<file path="src/rtl/morse_rx_decoder.sv">
// Morse receiver: times mark/space runs on a synchronized line, assembles up to
// four dot/dash symbols and decodes them to the 3-bit letter code A..H.
module morse_rx_decoder #(
    parameter int unsigned UNIT_CYCLES = 250,
    parameter int unsigned CNT_W       = 12
) (
    input  logic       clock,
    input  logic       reset_n,
    input  logic       dot_dash_in,
    output logic [2:0] letter,
    output logic       letter_valid,
    output logic       decode_error,
    output logic       busy
);

    localparam int unsigned SYM_W = 3;
    localparam int unsigned PAT_W = 4;

    localparam logic [CNT_W-1:0] C_HALF_U   = CNT_W'(UNIT_CYCLES / 2);
    localparam logic [CNT_W-1:0] C_TWO_U    = CNT_W'(2 * UNIT_CYCLES);
    localparam logic [CNT_W-1:0] C_TWO_U_M1 = CNT_W'(2 * UNIT_CYCLES - 1);
    localparam logic [CNT_W-1:0] C_MAX_MARK = CNT_W'(4 * UNIT_CYCLES + 1);
    localparam logic [CNT_W-1:0] C_CNT_ONE  = CNT_W'(1);
    localparam logic [CNT_W-1:0] C_CNT_SAT  = {CNT_W{1'b1}};
    localparam logic [SYM_W-1:0] C_MAX_SYM  = SYM_W'(4);

    typedef enum logic [1:0] {
        S_IDLE,
        S_MARK,
        S_SPACE,
        S_ERR_WAIT
    } state_t;

    // Returns {ok, code} for a symbol count and LSB-aligned pattern.
    function automatic logic [3:0] f_decode(input logic [SYM_W-1:0] cnt,
                                            input logic [PAT_W-1:0] pat);
        case ({cnt, pat})
            7'b010_0001: f_decode = 4'b1_000;
            7'b100_1000: f_decode = 4'b1_001;
            7'b100_1010: f_decode = 4'b1_010;
            7'b011_0100: f_decode = 4'b1_011;
            7'b001_0000: f_decode = 4'b1_100;
            7'b100_0010: f_decode = 4'b1_101;
            7'b011_0110: f_decode = 4'b1_110;
            7'b100_0000: f_decode = 4'b1_111;
            default:     f_decode = 4'b0_000;
        endcase
    endfunction

    logic             r_sync1;
    logic             r_dd_s;
    state_t           r_state;
    logic [CNT_W-1:0] r_cnt;
    logic [SYM_W-1:0] r_count;
    logic [PAT_W-1:0] r_pattern;
    logic             r_ovf;
    logic [2:0]       r_letter;
    logic             r_letter_valid;
    logic             r_decode_error;
    logic             r_busy;

    state_t           w_state_nxt;
    logic [CNT_W-1:0] w_cnt_nxt;
    logic [CNT_W-1:0] w_cnt_inc;
    logic [SYM_W-1:0] w_count_nxt;
    logic [PAT_W-1:0] w_pattern_nxt;
    logic             w_ovf_nxt;
    logic [2:0]       w_letter_nxt;
    logic             w_valid_nxt;
    logic             w_error_nxt;
    logic             w_is_dash;
    logic [3:0]       w_decode;

    assign w_cnt_inc = (r_cnt == C_CNT_SAT) ? r_cnt : r_cnt + C_CNT_ONE;
    assign w_is_dash = (r_cnt >= C_TWO_U);
    assign w_decode  = f_decode(r_count, r_pattern);

    // Two-flop synchronizer for the asynchronous line.
    always_ff @(posedge clock or negedge reset_n) begin
        if (!reset_n) begin
            r_sync1 <= 1'b0;
            r_dd_s  <= 1'b0;
        end else begin
            r_sync1 <= dot_dash_in;
            r_dd_s  <= r_sync1;
        end
    end

    // State and datapath registers.
    always_ff @(posedge clock or negedge reset_n) begin
        if (!reset_n) begin
            r_state        <= S_IDLE;
            r_cnt          <= '0;
            r_count        <= '0;
            r_pattern      <= '0;
            r_ovf          <= 1'b0;
            r_letter       <= 3'b000;
            r_letter_valid <= 1'b0;
            r_decode_error <= 1'b0;
            r_busy         <= 1'b0;
        end else begin
            r_state        <= w_state_nxt;
            r_cnt          <= w_cnt_nxt;
            r_count        <= w_count_nxt;
            r_pattern      <= w_pattern_nxt;
            r_ovf          <= w_ovf_nxt;
            r_letter       <= w_letter_nxt;
            r_letter_valid <= w_valid_nxt;
            r_decode_error <= w_error_nxt;
            r_busy         <= (w_state_nxt != S_IDLE);
        end
    end

    // Next-state, run timing, symbol assembly and decode.
    always_comb begin
        w_state_nxt   = r_state;
        w_cnt_nxt     = w_cnt_inc;
        w_count_nxt   = r_count;
        w_pattern_nxt = r_pattern;
        w_ovf_nxt     = r_ovf;
        w_letter_nxt  = r_letter;
        w_valid_nxt   = 1'b0;
        w_error_nxt   = 1'b0;

        case (r_state)
            S_IDLE: begin
                if (r_dd_s) begin
                    w_state_nxt = S_MARK;
                end
            end
            S_MARK: begin
                if (!r_dd_s) begin
                    if (r_cnt < C_HALF_U) begin
                        w_error_nxt = 1'b1;
                        w_state_nxt = S_ERR_WAIT;
                    end else begin
                        if (r_count == C_MAX_SYM) begin
                            w_ovf_nxt = 1'b1;
                        end else begin
                            w_pattern_nxt = {r_pattern[PAT_W-2:0], w_is_dash};
                            w_count_nxt   = r_count + SYM_W'(1);
                        end
                        w_state_nxt = S_SPACE;
                    end
                end else if (r_cnt >= C_MAX_MARK) begin
                    w_error_nxt = 1'b1;
                    w_state_nxt = S_ERR_WAIT;
                end
            end
            S_SPACE: begin
                if (r_cnt >= C_TWO_U) begin
                    if (w_decode[3] && !r_ovf) begin
                        w_letter_nxt = w_decode[2:0];
                        w_valid_nxt  = 1'b1;
                        w_state_nxt  = S_IDLE;
                    end else begin
                        w_error_nxt = 1'b1;
                        w_state_nxt = S_ERR_WAIT;
                    end
                end else if (r_dd_s) begin
                    w_state_nxt = S_MARK;
                end
            end
            S_ERR_WAIT: begin
                // r_cnt counts quiet cycles beyond the first; any mark restarts it.
                if (r_dd_s) begin
                    w_cnt_nxt = '0;
                end else if (r_cnt >= C_TWO_U_M1) begin
                    w_state_nxt = S_IDLE;
                end
            end
            default: begin
                w_state_nxt = S_IDLE;
            end
        endcase

        if (w_state_nxt != r_state) begin
            w_cnt_nxt = C_CNT_ONE;
        end
        if (w_state_nxt == S_IDLE) begin
            w_count_nxt   = '0;
            w_pattern_nxt = '0;
            w_ovf_nxt     = 1'b0;
        end
    end

    assign letter       = r_letter;
    assign letter_valid = r_letter_valid;
    assign decode_error = r_decode_error;
    assign busy         = r_busy;

endmodule

</file>
<file path="config.mk">
export PLATFORM = sky130hd
export DESIGN_NAME = morse_rx_decoder
export DESIGN_NICKNAME = d
export VERILOG_FILES = /design/src/rtl/morse_rx_decoder.sv
export SDC_FILE = /design/constraint.sdc
export NUM_CORES = 1
export LEC_CHECK = 0
export ABC_AREA = 1
export CAP_MARGIN = 10
export CORE_MARGIN = 10
export CORE_UTILIZATION = 54
export DETAILED_ROUTE_END_ITERATION = 16
export PLACE_DENSITY_LB_ADDON = 0.12
export SETUP_SLACK_MARGIN = 0.5
export SLEW_MARGIN = 40
export SYNTH_ARGS = -nofsm -noshare
export SYNTH_HDL_FRONTEND = slang
export SYNTH_SLANG_ARGS = --single-unit
</file>
<file path="constraint.sdc">
create_clock -name clock -period 1.9 [get_ports clock]
set_input_delay 0.285 -clock clock [delete_from_list [all_inputs] [get_ports clock]]
set_output_delay 0.285 -clock clock [all_outputs]
set_load 0.01 [all_outputs]
</file>
Yosys cells after proc, flatten, opt, wreduce, memory -nomap -nowiden
Index checks and enable logic that the tools add are counted.

Register bits after elaboration: 30. Input bits: 3. Output and inout bits: 6. Logic and storage cells: 82.

Add/subtract/negate cells: 2. $lt $le $gt $ge: 4. Equal/unequal tests: 17. Multiplexer cells: 38. Reductions and logical operators: 10.

Operators by type and width (number): $mux 12 (4); $pmux 4 s8 (1); $eq 7x7->1 const B (4); $ge 12x9->1 const B (2); $eq 7x6->1 const B (3); $mux 4 (5); $mux 3 (5); $mux 1 (14); $mux 2 (7); $add 12x1->12 const B (1); $eq 12x12->1 const B (1); $ge 12x10->1 const B (1); $lt 12x7->1 const B (1); $pmux 2 s4 (1); $reduce_and 4->1 (2); $eq 7x5->1 const B (1); $ne 2x1->1 const B (3); $reduce_bool 2->1 (3); $eq 2x2->1 const B (2); $logic_not 2->1 (2); $add 3x1->3 const B (1); $eq 3x3->1 const B (1); $reduce_and 3->1 (1); $eq 2x1->1 const B (1); 4 further kinds (4).

Logic depth before layout (Yosys ltp)
Gate-level depths: netlist of run 1.

Depth after elaboration: 9. Mapped depth: 17. Mapped depth without buffers: 16.

Worst setup path after synthesis of run 1
Ideal clock, no wire load.

Path type: register to register. From: reg r_count[0]. To: reg r_cnt[9]. Setup time: 122 ps. Data arrival time: 1740 ps. Data required time: 1778 ps. Path slack: 37 ps. Cell stages (with the launch flop): 18. Path buffers: 1. Clock period less this slack: 1863 ps. Cell sequence: dfrtp_1 > inv_1 > ha_1 > nand2_2 > inv_2 > nand3_1 > nand2_1 > nor2_1 > nand2_2 > nand3_2 > nand2_1 > nand3_2 > nand2_2 > nand2_2 > nand2_2 > nand2_2 > buf_6 > nor2_2.

Cells in the longest elaborated chain, start to end: 8. Elaborated cells between the ends (all ways): 15. Those cells by class: eq/ne: 9; mux: 5; reduce/logical: 1.

RTL lines: start, declared (RTL line 54) `logic [SYM_W-1:0] r_count;`; start signal, assigned (RTL line 104) `r_count <= w_count_nxt;`; $eq 7x7->1, or another cell as far along (RTL line 37) `case ({cnt, pat})`; $pmux 4 s8 (*) (RTL line 37); $logic_and 1x1->1 (*) (RTL line 152) `if (w_decode[3] && !r_ovf) begin`; $mux 2 (*) (RTL line 152); $mux 2 (*) (RTL line 151) `if (r_cnt >= C_TWO_U) begin`; $pmux 2 s4 (*) (RTL line 125) `case (r_state)`; $ne 2x2->1 (*) (RTL line 177) `if (w_state_nxt != r_state) begin`; $mux 12 (*) (RTL line 177); named net w_cnt_nxt[9] (RTL line 63) `logic [CNT_W-1:0] w_cnt_nxt;`; end signal, assigned (RTL line 103) `r_cnt <= w_cnt_nxt;`; end, declared (RTL line 53) `logic [CNT_W-1:0] r_cnt;`.

Mark *: on every way through the listed nets, which the timed path passes. The rest lies on a longest branch. A chain may end at the register's enable or synchronous reset.

Final worst setup path of run 1
From: reg r_count[1]. To: reg r_cnt[0].

The elaborated chain is that of the path after synthesis.

==> summary.md, run 1 <==
| Metric | Value |
|---|---|
| Status | finished with violations |
| Failing checks | setup timing |
| Worst slew margin | 0.7061 |
| CTS tree | built |
| Post-Synth Adder-Cell Area | 0.07638 |
| Max Freq | 480.0 MHz |
| Largest family of logic cells by synthesized area | simple AND/OR/NAND/NOR gates |
| Final core occ | 0.8055 |
| Register-to-register setup slack | -0.18 ns |
| Least-Margin Pin Slew | 0.4375 ns |
| Post-synthesis mux area share | 0 |
| Placed insts | 337 |
| Setup_tns | -2.665 ns |
| Total Power | 2.874 mW |
| HP Class | in2async |
| Design area | 0.002751 sq mm |
| Starting DRT DRC Count | 299 |
| Compound-Gate Fraction of Synth Area | 0.09357 |
| Period Utilization, post-route | 1.097 |
| Register area share after synthesis | 0.3819 |
| Worst-Skew Late Latency | 0.35 ns |
| Synth cell count leaders | nand2_1, inv_1, dfrtp_1 |
| Clk network pwr share | 0.149 |
| Syn Inst Count | 257 |
| Layout filler cell count | 214 |
| Area Overhead vs Synth | 39.97% |
| Clk sinks | 30 |
| Total grt overflow | 0 |
| I/O pins | 9 |
| Worst path arrival time | 2.32 ns |
| Non-filler cells, final | 356 |
| Layout Nets | 324 |
| Syn_nets | 272 |
| Reg clk slew, reported paths | 0.11 ns |
| Vias per Instance | 5.632 |
| Synth area leaders | dfrtp_1, nand2_1, ha_1, nand3_1, inv_1 |
| Primary FF master, synth | dfrtp_1 |
| Critical Path Fanout Max | 3 |
| Share of cells above drive strength 1 | 0.4355 |
| CP Data Required Time | 2.14 ns |
| Final max-slew violation count | 0 |
| Reg-to-reg startpoint | r_count[1] |
| Placed cell areas | 0.002321 sq mm |
| Final worst slack | -0.1834 ns |
| RSZ-0062 raised after global routing | true |
| Min Tclk post-route | 2.083 ns |
| Logic pwr share | 0.591 |
| Width of the die | 80.33 um |
| H-tree depth | 2 |
| Core Area | 0.003416 sq mm |
| Final count of hold timing violations | 0 |
| Cts bufs inserted | 5 |
| Antenna violations before repair | 0 |
| Dpl hpwl | 3.222 mm |
| XOR/XNOR Fraction of Synth Area | 0.008912 |
| Pwr/cell area | 1045 mW/mm^2 |
| WHS | 0.3113 ns |
| Setup crit end | r_cnt[0] |
| Final Skew | 0.009360 ns |
| First-pass GRT wire length | 8.769 mm |
| Max_cap viols | 0 |
| Post-Synth Simple-Gate Area | 0.3571 |
| Reg-to-reg endpoint | r_cnt[0] |
| Worst r2r path cells | 16 |
| GPL Wtd Cong | 0.8689 |
| Routed met3 length | 339 um |
| I/O Buffers | 8 |
| Largest net degree at the start of global routing | 31 |
| Final WL | 5.820 mm |
| Die area | 0.006453 sq mm |
| WL/cell | 16.35 um |
| Cell Area, Synth | 0.001966 sq mm |
| Final ANT Viol Nets | 0 |
| Sw Pwr | 1.379 mW |
| Initial core utilization | 0.5755 |
| P_leak | 1.253 nW |
| Clk buf depth | 2 |
| Synth Register Bits | 30 |
| Metal2 WL | 2.704 mm |
| Critical setup path kind | reg2reg |
| Vias in the first global route | 1868 |
| Worst VDD drop | 1.620 mV |
| Netlist cell types | 29 |
| GRT Total Usage | 0.1711 |
| Syn Area/Cell | 7.648 sq um |
| ANT cells | 0 |
| Most common cell in the netlist | nand2_1 |
| Vias | 2005 |
| Area leader, netlist | dfrtp_1 |
| DR top layer | met4 |
| Post-synth EDFFs | 0 |
| Sw Ratio | 0.4796 |
| Drt drc | 0 |
| Worst setup EP type | register |
| Critical Path Start | r_count[1] |
| Async S/R FF share, synth | 1.000 |
| Clk root buf | clkbuf_4 |
| Yosys Warn Count | 0 |
| Pint | 1.496 mW |
| Hold bufs inserted after CTS | 0 |
| Sequential share of power | 0.260 |
| DR pass1 iterations | 5 |
| Synth top area share | 0.3819 |
| Wire length on met1 | 2.499 mm |
| DP Worst Slack | -0.1181 ns |
| Final setup vio count | 20 |
| Height of the die | 80.33 um |
| Startpoint types | register |
| Rows | 21 |
-- kinds of logic (layout without fill, tap and decap cells) --
group	count (synthesis)	in the layout
AND/OR/NAND/NOR	143	144
buffers and inverters	41	93
flip-flops	30	30
AO/OA/AOI/OAI	29	29
adder cells (fa/ha/maj)	12	12
XOR/XNOR	2	2
-- cell type report --
| class | count | area (sq um) | area share |
|---|---|---|---|
| clock inverter | 2 | 12.51 | 0.004548 |
| sequential | 30 | 755.7 | 0.2747 |
| multi-input combinational | 187 | 1331 | 0.4839 |
| tap | 46 | 57.56 | 0.02092 |
| timing repair buffer | 46 | 376.6 | 0.1369 |
| inverter | 39 | 166.4 | 0.06048 |
| clock buffer | 6 | 51.30 | 0.01864 |
-- how the worst min path moves through the flow --
stage               slack [ns]  startpoint        to  cells past startpoint
global route              0.33     reset_n  r_cnt[7]                      2
finish                    0.31     reset_n  r_cnt[7]                      2
detailed placement        0.34     r_sync1    r_dd_s                      0
floorplan                -0.01     reset_n      busy                      0
CTS                       0.32     reset_n  r_cnt[9]                      2
global placement          0.34     r_sync1    r_dd_s                      0
-- what timing repair did --
item	4_1_cts	5_1_grt
cloned	1	0
hold endpoints to repair	0	0
resized for setup	46	38
buffers inserted	7	3
pin swaps	19	18
endpoints found under the setup margin	34	28
-- power groups by stage --
stage	Sequential [mW]	Clock, mW	Combinational, mW
detailed placement	0.757	0	1.10
global placement	0.755	0	1.08
CTS	0.744	0.432	1.45
global route	0.757	0.462	1.81
finish	0.748	0.427	1.70
floorplan	0.766	0	0.752
-- layout by cell type, fill, tap and decap left out, types with 10 or more instances in the layout --
master,Yosys,routed
nand2_1,49,39
buf_4,0,33
inv_1,34,28
dfrtp_1,30,26
nand3_1,28,22
nand2_2,15,19
nor2_1,26,15
nor2_2,11,13
nor2_4,1,10
-- state kept, by name (all words and copies together) (netlist names) --
name / flops
r_count: 3
r_ovf: 1
letter_valid: 1
r_dd_s: 1
r_sync1: 1
r_pattern: 4
r_cnt: 12
decode_error: 1
busy: 1
r_state: 2
letter: 3
-- routing by layer --
| layer | vias up | track usage |
|---|---|---|
| met1 | 936 | 0.2163 |
| met5 | - | 0 |
| met3 | 34 | 0.04009 |
| met2 | 101 | 0.2753 |
| li1 | 934 | - |
| met4 | 0 | 0.06514 |
-- critical path, stage by stage, from the launching register on --
cell	delay, ns
dfrtp_2	0.47
inv_4	0.10
ha_4	0.15
nand2_4	0.07
inv_4	0.07
nand3_2	0.08
nand2_2	0.11
nor2_2	0.06
nand2_2	0.08
nand3_2	0.08
nand2_2	0.07
nand3_2	0.10
nand2_2	0.13
nand2_2	0.08
nand2_4	0.14
buf_6	0.12
nand3_2	0.06
Note: power is estimated with default switching activity, not from simulation.
==> run 2: changes to the inputs <==
--- a/config.mk
+++ b/config.mk
@@ -7,7 +7,7 @@
 export LEC_CHECK = 0
 export ABC_AREA = 1
 export CAP_MARGIN = 10
-export CORE_MARGIN = 10
+export CORE_MARGIN = 4
 export CORE_UTILIZATION = 54
 export DETAILED_ROUTE_END_ITERATION = 16
 export PLACE_DENSITY_LB_ADDON = 0.12
==> run 2 against run 1 <==
The run still ends with setup timing left. Hold slack improved by 0.0079 ns. Sequential power hardly changed. Via count shrank 3.6%. Non-clock buffer count increased by 7. Flip-flop and latch count unchanged. Die area is 28% lower. Clock skew is 0.0039 ns higher. Cell area shrank 2.4%. Core utilization down 1.9 points. Wire length is 14% lower. Maximum frequency up 6.1%. Largest cell class unchanged. Largest power group unchanged.
==> summary.md, run 2 (synthesis gave the netlist of run 1 again) <==
| Metric | Value |
|---|---|
| Critical Path Start | r_count[0] |
| Hold bufs inserted after CTS | 0 (unchanged) |
| Area Overhead vs Synth | 36.66% |
| Sw Ratio | 0.4426 (-0.03709) |
| Startpoint types | register |
| Period Utilization, post-route | 1.033 (-0.06311) |
| Critical Path Fanout Max | 4 (+1) |
| WL/cell | 13.90 um (-15%) |
| Reg clk slew, reported paths | 0.10 ns (about the same) |
| ANT cells | 0 (unchanged) |
| CTS tree | built |
| Clk buf depth | 2 (unchanged) |
| HP Class | in2async |
| Total grt overflow | 0 (unchanged) |
| Largest net degree at the start of global routing | 31 (unchanged) |
| Height of the die | 68.33 um (-15%) |
| Final Skew | 0.01324 ns (+0.003877 ns) |
| Vias in the first global route | 1901 (+1.8%) |
| Sequential share of power | 0.294 (+0.034) |
| Buffer and inverter count on the worst path | 6 (+3) |
| M1 GR Usage | 0.3474 (+0.1311) |
| CP peak stage delay | 0.44 ns (-0.03 ns) |
| Final worst slack | -0.06351 ns (+0.1199 ns) |
| Worst path arrival time | 2.25 ns (-0.07 ns) |
| Reg-to-reg startpoint | r_count[0] |
| GPL Wtd Cong | 0.8662 (-0.31%) |
| Worst-path cell chain | ha_2, ha_4, nand3_4, buf_4, buf_4, buf_4, buf_4, buf_4, buf_4, nand4_1, o21a_1 |
| Final count of hold timing violations | 0 (unchanged) |
| Worst slew margin | 0.6939 (-0.01218) |
| Min Tclk post-route | 1.964 ns (-0.1199 ns) |
| Initial core utilization | 0.5755 (unchanged) |
| Worst-Skew Late Latency | 0.34 ns (about the same) |
| Vias per Instance | 5.337 (-5.2%) |
| Biggest register | r_cnt |
| Met3 layer usage reported by global route | 0.04105 (+0.0009618) |
| Final core occ | 0.7864 (-0.01905) |
| Rows | 21 (unchanged) |
| Final max-slew violation count | 0 (unchanged) |
| Share of cells above drive strength 1 | 0.3861 (-0.04941) |
| Antenna violations before repair | 0 (unchanged) |
| Logic pwr share | 0.546 (-0.045) |
| Least-Margin Pin Slew | 0.4556 ns (+0.01813 ns) |
| P_leak | 1.304 nW (+4.0%) |
| Layout filler cell count | 228 (+6.5%) |
| Starting DRT DRC Count | 204 (-32%) |
| I/O Buffers | 8 (unchanged) |
| Worst setup EP type | register |
| Cell mode on critical path | buf_4 |
| Placed insts | 340 (+0.89%) |
| CP Data Required Time | 2.19 ns (+0.05 ns) |
| DR pass1 iterations | 5 (unchanged) |
| Final ANT Viol Nets | 0 (unchanged) |
| H-tree depth | 2 (unchanged) |
| Core Area | 0.003416 sq mm (unchanged) |
| Layout Nets | 330 (+1.9%) |
| Non-filler cells, final | 362 (+1.7%) |
| M2 GR Usage | 0.3682 (+0.09295) |
| Commonest cells after routing, fill and taps aside | buf_4, nand2_1, inv_1, dfrtp_1, nand3_1 |
| Total Power | 2.545 mW (-11%) |
| Vias | 1932 (-3.6%) |
| Clk sinks | 30 (unchanged) |
| Clk network pwr share | 0.160 (+0.011) |
| Width of the die | 68.33 um (-15%) |
| Dpl hpwl | 3.196 mm (-0.81%) |
| First-pass GRT wire length | 8.556 mm (-2.4%) |
| Max Freq | 509.3 MHz (+6.1%) |
| Die area | 0.004669 sq mm (-28%) |
| Pwr/cell area | 947.4 mW/mm^2 (-9.3%) |
| Max_cap viols | 0 (unchanged) |
| Biggest regs | r_cnt x12, r_pattern x4 |
| Final WL | 5.032 mm (-14%) |
| Commonest non-fill, non-tap cell in the layout | buf_4 |
| Status | finished with violations |
| Sw Pwr | 1.126 mW (-18%) |
| Cts bufs inserted | 5 (unchanged) |
| Critical setup path kind | reg2reg |
| Failing checks | setup timing |
| I/O pins | 9 (unchanged) |
| Worst path top cell family by delay | buffers and inverters |
| GRT Total Usage | 0.2479 (+0.07678) |
| GRT busiest layer | met2 |
| Design area | 0.002686 sq mm (-2.4%) |
| RSZ-0062 raised after global routing | true |
| Final setup vio count | 21 (+5.0%) |
| Placed cell areas | 0.002344 sq mm (+0.97%) |
| Clk root buf | clkbuf_4 |
| Pint | 1.419 mW (-5.2%) |
| Max FFs per register | 12 (unchanged) |
| Worst VDD drop | 1.045 mV (-36%) |
| Critical Path Slowest Stage Cell | dfrtp_1 |
| Drt drc | 0 (unchanged) |
[run 2: cell count changes in the layout (fill, tap and decap cells not counted), moves of 4 or more]
cell	delta
ha_1	+5
dfrtp_1	+4
dfrtp_2	-4
nor2_4	-6
nor2_1	+5
buf_4	+8
[run 2: through the flow]
step / TNS, ns / setup slack (ns) / hold slack, ns
2_1_floorplan: 0 / 0.1010 / -0.01059
3_3_place_gp: -0.4017 / -0.05416 / 0.3379
3_5_place_dp: -1.086 / -0.09769 / 0.3517
4_1_cts: 0 / 0.05215 / 0.3186
5_1_grt: -3.638 / -0.1894 / 0.3458
6_report: -0.9319 / -0.06351 / 0.3192
[run 2: power by group through the flow]
| stage | sequential [mW] | combinational, mW | clock (mW) |
|---|---|---|---|
| finish | 0.748 | 1.39 | 0.408 |
| global route | 0.761 | 1.52 | 0.446 |
| floorplan | 0.766 | 0.752 | 0 |
| detailed placement | 0.762 | 1.09 | 0 |
| CTS | 0.748 | 1.35 | 0.421 |
| global placement | 0.758 | 1.08 | 0 |
[run 2: path summary, 6_finish.rpt]
kind,to,slack [ns],cells past startpoint
setup / recovery,letter[0],-0.06,11
hold / removal,r_cnt[7],0.32,2
setup reg to reg,letter[0],-0.06,11
hold reg to reg,r_dd_s,0.37,0
max in group asynchronous,r_count[0],1.28,2
min in group clock,r_dd_s,0.37,0
[run 2: final cells by class]
cell class | instances | area, sq um | share of cell area
clock buffer | 7 | 55.05 | 0.02049
clock inverter | 1 | 5.005 | 0.001863
inverter | 39 | 156.4 | 0.05822
multi-input combinational | 186 | 1236 | 0.4602
sequential | 30 | 750.7 | 0.2795
tap | 46 | 57.56 | 0.02143
timing repair buffer | 53 | 425.4 | 0.1584
[run 2: per-layer routing]
metal  part of all wire  up-vias
li1                   -      935
met1               0.47      922
met2               0.45       64
met3              0.053       11
met4              0.025        0
met5                  0        -
[run 2: what timing repair did]
item,4_1_cts,5_1_grt
endpoints found under the setup margin,34,28
gates resized for setup,42,14
setup buffers,11,3
pin swaps,17,6
==> run 3: changes to the inputs <==
--- a/config.mk
+++ b/config.mk
@@ -6,9 +6,11 @@
 export NUM_CORES = 1
 export LEC_CHECK = 0
 export ABC_AREA = 1
-export CAP_MARGIN = 10
+export CAP_MARGIN = 30
+export CELL_PAD_IN_SITES_DETAIL_PLACEMENT = 0
+export CELL_PAD_IN_SITES_GLOBAL_PLACEMENT = 1
 export CORE_MARGIN = 4
-export CORE_UTILIZATION = 54
+export CORE_UTILIZATION = 40
 export DETAILED_ROUTE_END_ITERATION = 16
 export PLACE_DENSITY_LB_ADDON = 0.12
 export SETUP_SLACK_MARGIN = 0.5
==> run 3 against run 2 <==
The flow still finishes with violations (setup timing). Clock-buffer cell count decreased by 2. Wire length increased by 0.95%. Register-to-register slack got worse by 0.05 ns. Critical path type unchanged. Largest cell class unchanged.
==> summary.md, run 3 (synthesis gave the netlist of run 1 again) <==
| Metric | Value |
|---|---|
| Startpoint types | register |
| Final worst slack | -0.1167 ns (-0.05323 ns) |
| Drt drc | 0 (unchanged) |
| ANT cells | 0 (unchanged) |
| Status | finished with violations |
| DR pass1 iterations | 4 (-1) |
| CP Data Required Time | 2.12 ns (-0.07 ns) |
| Placed cell areas | 0.002435 sq mm (+3.9%) |
| GRT Total Usage | 0.1829 (-0.06505) |
| Reg clk slew, reported paths | 0.07 ns (-0.03 ns) |
| Cts bufs inserted | 5 (unchanged) |
| Total Power | 3.048 mW (+20%) |
| I/O Buffers | 8 (unchanged) |
| Period Utilization, post-route | 1.061 (+0.02802) |
| Final ANT Viol Nets | 0 (unchanged) |
| Worst-Skew Late Latency | 0.29 ns (-0.05 ns) |
| First-pass GRT wire length | 8.880 mm (+3.8%) |
| WHS | 0.3624 ns (+0.04323 ns) |
| Area Overhead vs Synth | 47.55% |
| Max Freq | 495.8 MHz (-2.6%) |
| Starting DRT DRC Count | 53 (-74%) |
| Worst setup EP type | register |
| Clk sinks | 30 (unchanged) |
| Core Area | 0.004755 sq mm (+39%) |
| Pwr/cell area | 1051 mW/mm^2 (+11%) |
| Critical Path Fanout Max | 5 (+1) |
| Max FFs per register | 12 (unchanged) |
| Clk buf depth | 2 (unchanged) |
| P_leak | 1.381 nW (+5.9%) |
| Design area | 0.002900 sq mm (+8.0%) |
| Vias in the first global route | 1936 (+1.8%) |
| Initial core utilization | 0.4134 (-0.1620) |
| Least-Margin Pin Slew | 0.4208 ns (-0.03481 ns) |
| WL/cell | 12.99 um (-6.5%) |
| RSZ-0062 raised after global routing | true |
| Height of the die | 78.10 um (+14%) |
| Worst path arrival time | 2.24 ns (about the same) |
| Final max-slew violation count | 0 (unchanged) |
| Share of cells above drive strength 1 | 0.4321 (+0.04602) |
| Vias | 1881 (-2.6%) |
| Setup_tns | -1.501 ns (-0.5686 ns) |
| Worst slew margin | 0.7195 (+0.02554) |
| Clk root buf | clkbuf_8 |
| Dpl hpwl | 3.486 mm (+9.1%) |
| DP Worst Slack | -0.09474 ns (+0.002951 ns) |
| GPL Wtd Cong | 0.8336 (-3.8%) |
| Final Skew | 0.005021 ns (-0.008216 ns) |
| Commonest non-fill, non-tap cell in the layout | buf_4 |
| Final count of hold timing violations | 0 (unchanged) |
| Largest net degree at the start of global routing | 31 (unchanged) |
| Final WL | 5.080 mm (+0.95%) |
| Biggest register | r_cnt |
| H-tree depth | 2 (unchanged) |
| Commonest cells after routing, fill and taps aside | buf_4, nand2_1, dfrtp_1 |
| Width of the die | 78.10 um (+14%) |
| Rows | 25 (+19%) |
| Failing checks | setup timing |
| Min Tclk post-route | 2.017 ns (+0.05323 ns) |
| Critical setup path kind | reg2reg |
| Max_cap viols | 0 (unchanged) |
| Vias per Instance | 4.811 (-9.9%) |
| Final setup vio count | 21 (unchanged) |
| Die area | 0.006100 sq mm (+31%) |
| Total grt overflow | 0 (unchanged) |
| Antenna violations before repair | 0 (unchanged) |
| Layout Nets | 338 (+2.4%) |
| Worst VDD drop | 0.8196 mV (-22%) |
| CTS tree | built |
| Biggest regs | r_cnt x12, r_pattern x4 |
| I/O pins | 9 (unchanged) |
| HP Class | reg2reg |
run 3: per-stage QoR:
stage	utilization	instances
CTS	0.5818	386
global route	0.6100	391
floorplan	-	257
detailed placement	0.5121	368
finish	0.6100	391
global placement	0.5121	368
run 3: final timing paths:
check | from | endpoint | slack [ns] | cells after the start
worst min register to register | r_sync1 | r_dd_s | 0.36 | 0
min in group asynchronous | reset_n | r_cnt[7] | 0.40 | 2
worst max register to register | r_count[1] | r_cnt[9] | -0.12 | 17
max in group asynchronous | reset_n | r_state[0] | 1.20 | 2
worst max-delay path | r_count[1] | r_cnt[9] | -0.12 | 17
worst min-delay path | r_sync1 | r_dd_s | 0.36 | 0
run 3: layout make-up:
cell class	count	area [sq um]
Timing Repair Buffer	61	533.0
Fill cell	450	1854
Tap cell	67	83.83
Clock inverter	3	40.04
Multi-Input combinational cell	186	1267
Inverter	39	156.4
Clock buffer	5	68.82
Sequential cell	30	750.7
run 3: report_power, final:
group / switching, mW / leakage, nW / internal (mW) / total (mW)
clock: 0.268 / 0.0579 / 0.386 / 0.654
combinational: 0.905 / 0.922 / 0.743 / 1.65
sequential: 0.0464 / 0.401 / 0.699 / 0.746
total: 1.22 / 1.38 / 1.83 / 3.05
run 3: timing repair:
action	4_1_cts	5_1_grt
pin swaps	12	13
gates cloned	1	0
hold buffers	0	0
buffers inserted	9	5
endpoints found under the setup margin	34	28
gates resized for setup	43	29
run 3: critical path, cell delays in order (launching register included):
cell     delay, ns
dfrtp_1       0.44
inv_2         0.13
ha_4          0.15
nand2_4       0.07
nor2_4        0.09
nand2_2       0.06
nand2_2       0.09
nor2_4        0.05
nand2_2       0.08
nand3_2       0.09
nand2_2       0.09
nand3_2       0.08
nand2_2       0.10
nand2_2       0.07
nand2_4       0.07
nand2_4       0.08
buf_16        0.15
nor2_4        0.07
run 3: routing by layer:
metal | track usage | vias up | share of wire | routed length (um)
met5 | 0 | - | 0 | 0
met4 | 0.06818 | 0 | 0.021 | 108
met3 | 0.03899 | 11 | 0.026 | 131
met2 | 0.3125 | 23 | 0.51 | 2576
met1 | 0.2259 | 893 | 0.45 | 2263
li1 | - | 954 | - | -
